[config.mk]
export PLATFORM = sky130hd
export DESIGN_NAME = fetch_stage
export DESIGN_NICKNAME = d
export VERILOG_FILES = /design/src/rtl/pipeline_pkg.sv /design/src/rtl/fetch_buf.sv /design/src/rtl/fetch_stage.sv
export SDC_FILE = /design/constraint.sdc
export NUM_CORES = 1
export LEC_CHECK = 0
export BUFFER_PORTS_ARGS = -buffer_cell sky130_fd_sc_hd__buf_2
export CORE_UTILIZATION = 53
export DETAILED_ROUTE_END_ITERATION = 16
export HOLD_SLACK_MARGIN = 0.03
export PLACE_DENSITY = 0.88
export SYNTH_ARGS = -nofsm -noshare
export SYNTH_HDL_FRONTEND = slang
export SYNTH_SLANG_ARGS = --single-unit
[constraint.sdc]
create_clock -name clk -period 5 [get_ports clk]
set_input_delay 0.25 -clock clk [delete_from_list [all_inputs] [get_ports clk]]
set_output_delay 0.25 -clock clk [all_outputs]
set_load 0.005 [all_outputs]
[src/rtl/pipeline_pkg.sv]
// pipeline_pkg: shared pipeline widths, constants and the fetch FSM encoding
package pipeline_pkg;
    localparam int XLEN = 32;
    localparam logic [XLEN-1:0] PC_INC = 32'd4;
    localparam logic [XLEN-1:0] NOP_INSTR = 32'h0000_0013;
    typedef enum logic [1:0] {FETCH = 2'd0, WAIT = 2'd1, KILL = 2'd2} fetch_state_t;
endpackage

[src/rtl/fetch_buf.sv]
// fetch_buf: one-entry holding buffer for a response that arrives while ID is stalled
module fetch_buf
    import pipeline_pkg::*;
(
    input  logic            clk,
    input  logic            rst_n,
    input  logic            wr,
    input  logic            rd,
    input  logic            clr,
    input  logic [XLEN-1:0] wr_pc,
    input  logic [XLEN-1:0] wr_instr,
    output logic            valid,
    output logic [XLEN-1:0] pc,
    output logic [XLEN-1:0] instr
);
    always_ff @(posedge clk or negedge rst_n) begin
        if (!rst_n) begin
            valid <= 1'b0;
            pc <= '0;
            instr <= NOP_INSTR;
        end else begin
            valid <= !clr && (wr || (valid && !rd));
            if (wr && !clr) begin
                pc <= wr_pc;
                instr <= wr_instr;
            end
        end
    end
endmodule

[src/rtl/fetch_stage.sv]
// fetch_stage: fetch unit with one outstanding imem request, redirect kill and IF/ID register
// Optional FETCH_PERF_CNT_EN adds perf_stall_cnt / perf_flush_cnt counters.
module fetch_stage
    import pipeline_pkg::*;
#(
    parameter logic [XLEN-1:0] RESET_PC = 32'h0000_0000
) (
    input  logic            clk,
    input  logic            rst_n,
    input  logic            hazard,
    input  logic            redirect_valid,
    input  logic [XLEN-1:0] redirect_pc,
    output logic            imem_req,
    output logic [XLEN-1:0] imem_addr,
    input  logic            imem_ready,
    input  logic            imem_rvalid,
    input  logic [XLEN-1:0] imem_rdata,
    output logic            id_valid,
    output logic [XLEN-1:0] id_pc,
    output logic [XLEN-1:0] id_instr,
    output logic [4:0]      id_rs1,
    output logic [4:0]      id_rs2
`ifdef FETCH_PERF_CNT_EN
    ,
    output logic [31:0]     perf_stall_cnt,
    output logic [31:0]     perf_flush_cnt
`endif
);
    fetch_state_t state, state_nx;
    logic [XLEN-1:0] pc, pc_nx, buf_pc, buf_instr;
    logic buf_valid, accept, deliver, buf_wr, buf_rd;

    assign imem_req = rst_n && state == FETCH && !buf_valid && !redirect_valid;
    assign imem_addr = pc;
    assign accept = imem_req && imem_ready;
    assign deliver = state == WAIT && imem_rvalid && !redirect_valid;
    assign buf_wr = !redirect_valid && hazard && deliver;
    assign buf_rd = !redirect_valid && !hazard && buf_valid;
    assign id_rs1 = id_instr[19:15];
    assign id_rs2 = id_instr[24:20];

    always_comb begin
        state_nx = state;
        pc_nx = redirect_valid ? redirect_pc : pc;
        case (state)
            FETCH: begin
                state_nx = accept ? WAIT : FETCH;
                pc_nx = accept ? pc + PC_INC : pc_nx;
            end
            WAIT: state_nx = imem_rvalid ? FETCH : redirect_valid ? KILL : WAIT;
            KILL: state_nx = imem_rvalid ? FETCH : KILL;
            default: state_nx = FETCH;
        endcase
    end

    always_ff @(posedge clk or negedge rst_n) begin
        if (!rst_n) begin
            state <= FETCH;
            pc <= RESET_PC;
        end else begin
            state <= state_nx;
            pc <= pc_nx;
        end
    end

    // pc already points past the outstanding request, so the delivered pc is pc-4
    always_ff @(posedge clk or negedge rst_n) begin
        if (!rst_n) begin
            id_valid <= 1'b0;
            id_pc <= '0;
            id_instr <= NOP_INSTR;
        end else if (redirect_valid) begin
            id_valid <= 1'b0;
        end else if (!hazard) begin
            id_valid <= buf_valid || deliver;
            if (buf_valid) begin
                id_pc <= buf_pc;
                id_instr <= buf_instr;
            end else if (deliver) begin
                id_pc <= pc - PC_INC;
                id_instr <= imem_rdata;
            end
        end
    end

    fetch_buf u_buf (
        .clk      (clk),
        .rst_n    (rst_n),
        .wr       (buf_wr),
        .rd       (buf_rd),
        .clr      (redirect_valid),
        .wr_pc    (pc - PC_INC),
        .wr_instr (imem_rdata),
        .valid    (buf_valid),
        .pc       (buf_pc),
        .instr    (buf_instr)
    );

`ifdef FETCH_PERF_CNT_EN
    always_ff @(posedge clk or negedge rst_n) begin
        if (!rst_n) begin
            perf_stall_cnt <= '0;
            perf_flush_cnt <= '0;
        end else begin
            perf_stall_cnt <= perf_stall_cnt + {31'd0, hazard};
            perf_flush_cnt <= perf_flush_cnt + {31'd0, redirect_valid};
        end
    end
`endif
endmodule

### Word level (Yosys, flattened, before mapping)

Cells that the tools add are included.

| word-level totals | value |
|---|---|
| register bits after elaboration | 164 |
| word-level logic and storage cells | 51 |
| bits of input ports | 70 |

| cells by class | value |
|---|---|
| bitwise logic cells | 2 |
| multiplexer cells | 14 |
| equal/unequal tests | 3 |
| reduce and logical (&&, ||, !) cells | 22 |
| add/sub/neg operators | 2 |

Operator list:

| cell | count |
|---|---|
| $mux 32 | 7 |
| $add 32x3->32 const B | 1 |
| $sub 32x3->32 const B | 1 |
| $logic_and 1x1->1 | 13 |
| $mux 2 | 3 |
| $pmux 2 s3 | 1 |
| $logic_not 1->1 | 4 |
| $mux 1 | 3 |
| $reduce_and 3->1 | 1 |
| $eq 2x1->1 const B | 1 |
| $eq 2x2->1 const B | 1 |
| $logic_not 2->1 | 1 |
| $logic_or 1x1->1 | 2 |
| $ne 2x1->1 const B | 1 |
| $not 1->1 | 2 |
| $reduce_bool 2->1 | 1 |

### Longest topological paths before layout

Gate-level depths: netlist of run 1.

| depth | value |
|---|---|
| word-level depth | 7 |
| mapped depth | 8 |
| mapped depth without buffers | 7 |

### By module

A second synthesis of run 1 with hierarchy kept.

| second synthesis, totals | value |
|---|---|
| cells, all modules | 775 |
| area total of the unflattened synthesis | 8488.1 µm² |

By module, submodules not included:

| module | times used | cells each | area an instance (µm²) |
|---|---|---|---|
| fetch_stage | 1 | 635 | 5743.0 |
| fetch_buf | 1 | 140 | 2745.1 |

### Worst setup path before layout of run 1

No wires, ideal clock.

| timing | value |
|---|---|
| path type | register to register |
| start | register pc[15], in the netlist imem_addr[15] |
| end | register id_pc[19] |
| cell stages (with the launch flop) | 7 |
| data arrival time | 1.913 ns |
| path slack | 2.958 ns |
| clock period less this slack | 2.042 ns |
| data required time | 4.871 ns |
| library setup time | 0.129 ns |
| path through | dfrtp_1 -> buf_2 -> or4_1 -> nor4_4 -> a41oi_1 -> o31ai_1 -> o21ai_1 |

| on the way | value |
|---|---|
| word-level cells in the longest chain between the ends | 3 |

RTL lines:

| what | line | RTL |
|---|---|---|
| start, declared | fetch_stage.sv:30 | `logic [XLEN-1:0] pc, pc_nx, buf_pc, buf_instr;` |
| start signal, assigned | fetch_stage.sv:62 | `pc <= pc_nx;` |
| $sub 32x3->32 | fetch_stage.sv:80 | `id_pc <= pc - PC_INC;` |
| $mux 32 | fetch_stage.sv:79 | `end else if (deliver) begin` |
| $mux 32 | fetch_stage.sv:76 | `if (buf_valid) begin` |
| end signal, assigned | fetch_stage.sv:77 | `id_pc <= buf_pc;` |
| end signal, assigned | fetch_stage.sv:80 |  |
| end, declared | fetch_stage.sv:19 | `output logic [XLEN-1:0] id_pc,` |

Every way passes these cells. The select of a mux whose other input is x is not followed.
A chain may end at the register's enable or synchronous reset.

### Worst setup path after layout of run 1

| timing | value |
|---|---|
| start | input port rst_n |
| end | register pc[29], in the netlist imem_addr[29] |

| on the way | value |
|---|---|
| word-level cells in the longest chain between the ends | 6 |

RTL lines:

| what | line | RTL |
|---|---|---|
| start, declared | fetch_stage.sv:9 | `input logic rst_n,` |
| $logic_and 1x1->1 (3 in series) | fetch_stage.sv:33 | `assign imem_req = rst_n && state == FETCH && !buf_valid && !redirect_valid;` |
| $logic_and 1x1->1 | fetch_stage.sv:35 | `assign accept = imem_req && imem_ready;` |
| $mux 32 | fetch_stage.sv:48 | `pc_nx = accept ? pc + PC_INC : pc_nx;` |
| $mux 32 | fetch_stage.sv:45 | `case (state)` |
| net pc_nx[29] | fetch_stage.sv:30 |  |

The timed path passes the listed nets, and every way through them passes these cells.

==> results.cfg, run 1 <==
[logic_synthesis]
synthFlopType = dfrtp_1
synthCells = 788
synth_area_leaders = dfrtp_1 (50%), mux2_2 (5.2%), mux2i_1 (4.5%), nand2_1 (4.0%), nor2_1 (3.1%)
ys_seq_elements = 164
ys_seq_area_share_pct = 51.52
synthesis.area_um2 = 7980
synth_area_per_cell_um2 = 10.13
yosysTopAreaCell = dfrtp_1
synth.distinct_cells = 66
yosys_warnings = 0
yosysMostFrequentCell = dfrtp_1
synthArstFlopShare_pct = 100.0
netlist.area_leader.share_pct = 49.55
synth_edf_count = 0
syn_nets = 860
synth_common_cells = dfrtp_1 (158), nand2_1 (84), nor2_1 (65), o21ai_0 (47), a21oi_1 (46)

[routing]
first_iter_violations = 486
wl_per_cell_um = 17.10
routed_wl_um = 19170
highest_layer = met4
vias_per_cell = 5.783
wl_met2_um = 8980
route.detailed.drc = 0
firstDrtPassIters = 5
num_vias = 6483
ant_nets = 0
wl_met3_um = 1376
met1_length_um = 8410

[worst_setup_path]
timing.rr.end = id_pc[31]
reg2reg_depth = 4
cp_max_fo = 34
end_kind = flip-flop
startpoint_type = input port
critical_path.cell_chain = dlygate4sd3_1, buf_6, or4b_4, nor2_1, and3_1, a211oi_1, a311oi_1
required_ns = 5.34
cpLargestDelayFamily = simple AND/OR/NAND/NOR gates
critPathLaunch = rst_n
r2r-start = u_buf.valid
crit_cells = 7
endpoint = imem_addr[29]
max_stage_delay_ns = 0.79
reg2reg_slack_ns = 2.37
critical_path_arrival_ns = 3.13
path_class = input port to flip-flop
cp_num_buf_inv = 2
slowest_stage = nor2_1

[timing]
slew_headroom_pct = 32.41
finClkSkew_ns = 0.007511
rsz0062_at_grt = no
report.final.slew_viol_count = 0
fin_crit_sh_pct = 55.79
fin_setup_tns_ns = 0
layout_min_cycle_time_ns = 2.789
fmax_ghz = 0.3585
finalHoldViolCount = 0
worst_slew_pin_slew_ns = 1.014
report.final.setup_viol = 0

[run]
cap_violations = 0

[placed_design]
port_buffers = 177
place_hpwl_um = 13070
gp_congestion = 0.8579
dp_cells = 1086

[clocking]
cts_num_sinks = 164
postCtsSetupRepairBufs = 0
cts.clk_slew.worst_paths_ns = 0.07
clk_path_buf_depth = 2
cts_root_buf = clkbuf_16
cts_tree = done
cts_inserted_buffers = 17
htree_num_levels = 4
clk_latency_ns = 0.44

[global_route]
grt.overflow.total = 0
gr-usage-all-layers_pct = 25.61
grt_pass1_vias = 6155
grt_max_degree = 94
antenna_found_initial = 0
grt_pass1_wl_um = 31450

[floorplanning]
die_width_um = 124.7
num_rows = 44
die_h_um = 124.7
start_util_pct = 54.70
dieArea_um2 = 15550
coreArea_um2 = 14590
ioPinCount = 178

[power]
power_density_nw_per_um2 = 423.4
leakage_uw = 0.004272
ir_drop_v = 0.0002515

[layout]
final_cells = 1121
syn2layout_area_growth_pct = 18.27
final_util_pct = 64.69
fillCellCount = 1148
nNetsFinal = 996
drive_above_1_share_pct = 29.46
antennaDiodeCount = 0

[worst_hold_path]
hold_class = input port to flip-flop
hold_path_startpoint = redirect_pc[20]

[status]
status = completed
[metal layers]
layer | vias to the layer above | GRT usage [%]
met1 | 3103 | 35.25
met4 | 0 | 9.639
met3 | 34 | 5.198
met2 | 280 | 40.01
met5 | - | 0
li1 | 3066 | -
[metrics by stage]
stage                     instance area [um2]  hold slack (ns)  power (uW)  setup slack (ns)
after floorplan                          7980         -0.04559        2344             2.958
after global routing                     9438          0.03390        4206             1.956
final                                    9438          0.04212        3996             2.211
after global placement                   8813           0.1567        2664             2.214
after detailed placement                 8813           0.1560        2717             2.130
after CTS                                9438          0.03069        4017             2.233
[worst reg2reg max path: cells and delay by family, from the launching register on]
family / cells / cell delay, ns
and+or+nand+nor: 1 / 0.66
buffers and inverters: 2 / 1.28
AOI/OAI and AO/OA: 1 / 0.18
DFF: 1 / 0.37
[timing repair]
item / 4_1_cts / 5_1_grt
hold buffers: 3 / 0
gates resized for setup: 0 / 0
hold endpoints to repair: 33 / 0
endpoints found under the setup margin: 0 / 0
[how the worst min path moves through the flow]
stage,endpoint,slack (ns),cells after the start
after floorplan,id_instr[10],-0.05,0
after global placement,u_buf.instr[7],0.16,1
after detailed placement,u_buf.instr[7],0.16,1
after CTS,imem_addr[25],0.03,3
after global routing,imem_addr[9],0.03,2
final,imem_addr[20],0.04,2
[power by group]
group | switching (uW) | internal, uW
Clock | 553 | 748
Sequential | 236 | 1680
Combinational | 390 | 392
Total | 1180 | 2820
[cell usage in the layout (no fill, tap or decap), types with 6 or more instances in the layout]
master | Yosys | layout
a21oi_1 | 46 | 46
dfrtp_1 | 158 | 157
dfstp_2 | 6 | 6
nor3_1 | 20 | 19
a211oi_1 | 13 | 13
and3_1 | 11 | 11
a311oi_1 | 6 | 6
xor2_1 | 11 | 11
nand2_1 | 84 | 84
nor2_1 | 65 | 65
clkbuf_16 | 0 | 17
xnor2_1 | 16 | 16
o211ai_1 | 21 | 21
inv_1 | 11 | 11
a21o_1 | 6 | 6
mux2i_1 | 36 | 36
mux2_2 | 37 | 37
nand3_1 | 31 | 31
nand4_1 | 10 | 10
nor4_1 | 11 | 11
buf_2 | 13 | 176
inv_6 | 0 | 6
o21ai_0 | 47 | 47
[flip-flops by register name, indices dropped and copies added, names as in the netlist]
name         cells
u_buf.pc        32
imem_addr       32
u_buf.valid      1
id_valid         1
state            2
id_instr        32
u_buf.instr     32
id_pc           32
[cell families after synthesis]
family	after synthesis	share of synthesized area [%]
compound gates	167	13.28
xor+xnor	27	2.963
fa+ha+maj	2	0.3135
buf+inv	81	4.829
flops	164	51.52
mux	73	9.737
simple gates	274	17.36
[final cells by class]
class                   count  area, um2  area share [%]
clock buffers              21      480.5           5.091
clock inverters            11      113.9           1.206
inverters                  13      48.80          0.5170
multi-input cells         543       3492           37.00
flip-flops and latches    164       4113           43.58
well taps                 184      230.2           2.439
repair buffers            185      959.7           10.17
(Power assumes the default switching activity.)
==> inputs of run 2 (changes only) <==
Clock period 5 ns to 2.8 ns, I/O delays scaled along.
==> run 2 against run 1 <==
Effect of this change:
- final area rose by 7.7%
- sequential share of layout area down 3.1 points
- clock skew rose by 0.00066 ns
- critical endpoint is now imem_addr[28]
- highest routed layer unchanged
==> results.cfg, run 2 (same netlist as run 1, synthesis figures left out) <==
[timing]
finClkSkew_ns = 0.008166
finalHoldViolCount = 0
worst_slew_pin_slew_ns = 1.046
fmax_ghz = 0.4060
fin_crit_sh_pct = 87.98
slew_headroom_pct = 30.25
fin_setup_tns_ns = 0
rsz0062_at_grt = no
report.final.setup_viol = 0
report.final.slew_viol_count = 0
layout_min_cycle_time_ns = 2.463

[layout]
drive_above_1_share_pct = 28.63
nNetsFinal = 1072
syn2layout_area_growth_pct = 27.39
final_cells = 1197
final_common_cell = buf_2
antennaDiodeCount = 0
final_cell_mix = buf_2 (176), dfrtp_1 (157), nand2_1 (84), nor2_1 (65), dlygate4sd3_1 (65)

[clocking]
cts_root_buf = clkbuf_16
cts_tree = done
cts.clk_slew.worst_paths_ns = 0.07
clk_path_buf_depth = 2
cts_inserted_buffers = 17
htree_num_levels = 4
clk_latency_ns = 0.43
cts_num_sinks = 164

[routing]
num_vias = 7031
ant_nets = 0
firstDrtPassIters = 5
route.detailed.drc = 0
vias_per_cell = 5.874
wl_per_cell_um = 18.65
first_iter_violations = 528
routed_wl_um = 22330

[floorplanning]
num_rows = 44
coreArea_um2 = 14590
die_width_um = 124.7
start_util_pct = 54.70
die_h_um = 124.7
ioPinCount = 178
dieArea_um2 = 15550

[worst_setup_path]
end_kind = flip-flop
reg2reg_slack_ns = 0.34
critical_path_arrival_ns = 2.79
path_class = flip-flop to flip-flop
cp_max_fo = 14
startpoint_type = flip-flop
required_ns = 3.13

[placed_design]
place_hpwl_um = 13730
port_buffers = 177
gp_congestion = 0.8858
dp_cells = 1100

[global_route]
grt_pass1_wl_um = 35890
grt_max_degree = 81
grt.overflow.total = 0
antenna_found_initial = 0
grt_pass1_vias = 6809
gr-usage-all-layers_pct = 29.18

[status]
status = completed

[power]
power_density_nw_per_um2 = 716.5
total_power_uw = 7284
ir_drop_v = 0.0005037
leakage_uw = 0.004602

[worst_hold_path]
hold_class = input port to flip-flop

[run]
cap_violations = 0
==> run 2: area by class of cell <==
type	instances	area (um2)
clock buffers	18	439.2
fillers	1018	4423
flip-flops and latches	164	4113
inverters	13	48.80
multi-input cells	543	3492
well taps	184	230.2
repair buffers	261	1698
clock inverters	14	145.1
==> run 2: critical path, cell delays in order (launching register included) <==
cell      delay, ns
dfrtp_1        0.64
nand4_1        0.33
or4_1          0.66
and3b_1        0.35
a211oi_1       0.10
a211oi_1       0.27
==> run 2: path summary, 6_finish.rpt <==
kind / from / end / cells past startpoint
worst min-delay path: redirect_pc[31] / imem_addr[31] / 3
worst max-delay path: imem_addr[5] / imem_addr[28] / 5
max in group asynchronous: rst_n / u_buf.valid / 3
worst min register to register: id_pc[3] / id_pc[3] / 2
worst max register to register: imem_addr[5] / imem_addr[28] / 5
min in group asynchronous: rst_n / id_pc[7] / 2
==> run 2: repair_timing <==
item	in CTS	in global routing
setup buffers	0	0
setup endpoints to repair	0	0
endpoints found under the hold margin	103	0
hold buffers	65	0
gates resized for setup	0	0
==> run 2: through the flow <==
stage	utilization [%]	hold WS, ns	setup WS [ns]	instance area, um2
floorplan	-	-0.1556	0.7580	7980
CTS	69.68	0.03739	0.3874	10170
finish	69.68	0.04673	0.3367	10170
global placement	61.22	-0.002759	0.5393	8931
global route	69.68	0.05305	0.2698	10170
detailed placement	61.22	0.0006566	0.4365	8931
==> run 2: routing by layer <==
metal	track usage (%)	wire length [um]	vias up	share of wire [%]
met5	0	0	-	0
met1	37.94	9039	3361	40
met3	5.155	1663	54	7.4
li1	-	-	3243	-
met2	47.97	10930	373	49
met4	12.54	697	0	3.1
==> run 2: power breakdown <==
group / internal [uW] / leakage, uW / switching (uW) / total [uW]
Sequential: 2990 / 0.00201 / 420 / 3410
Clock: 1280 / 0.000284 / 1030 / 2300
Combinational: 777 / 0.00231 / 795 / 1570
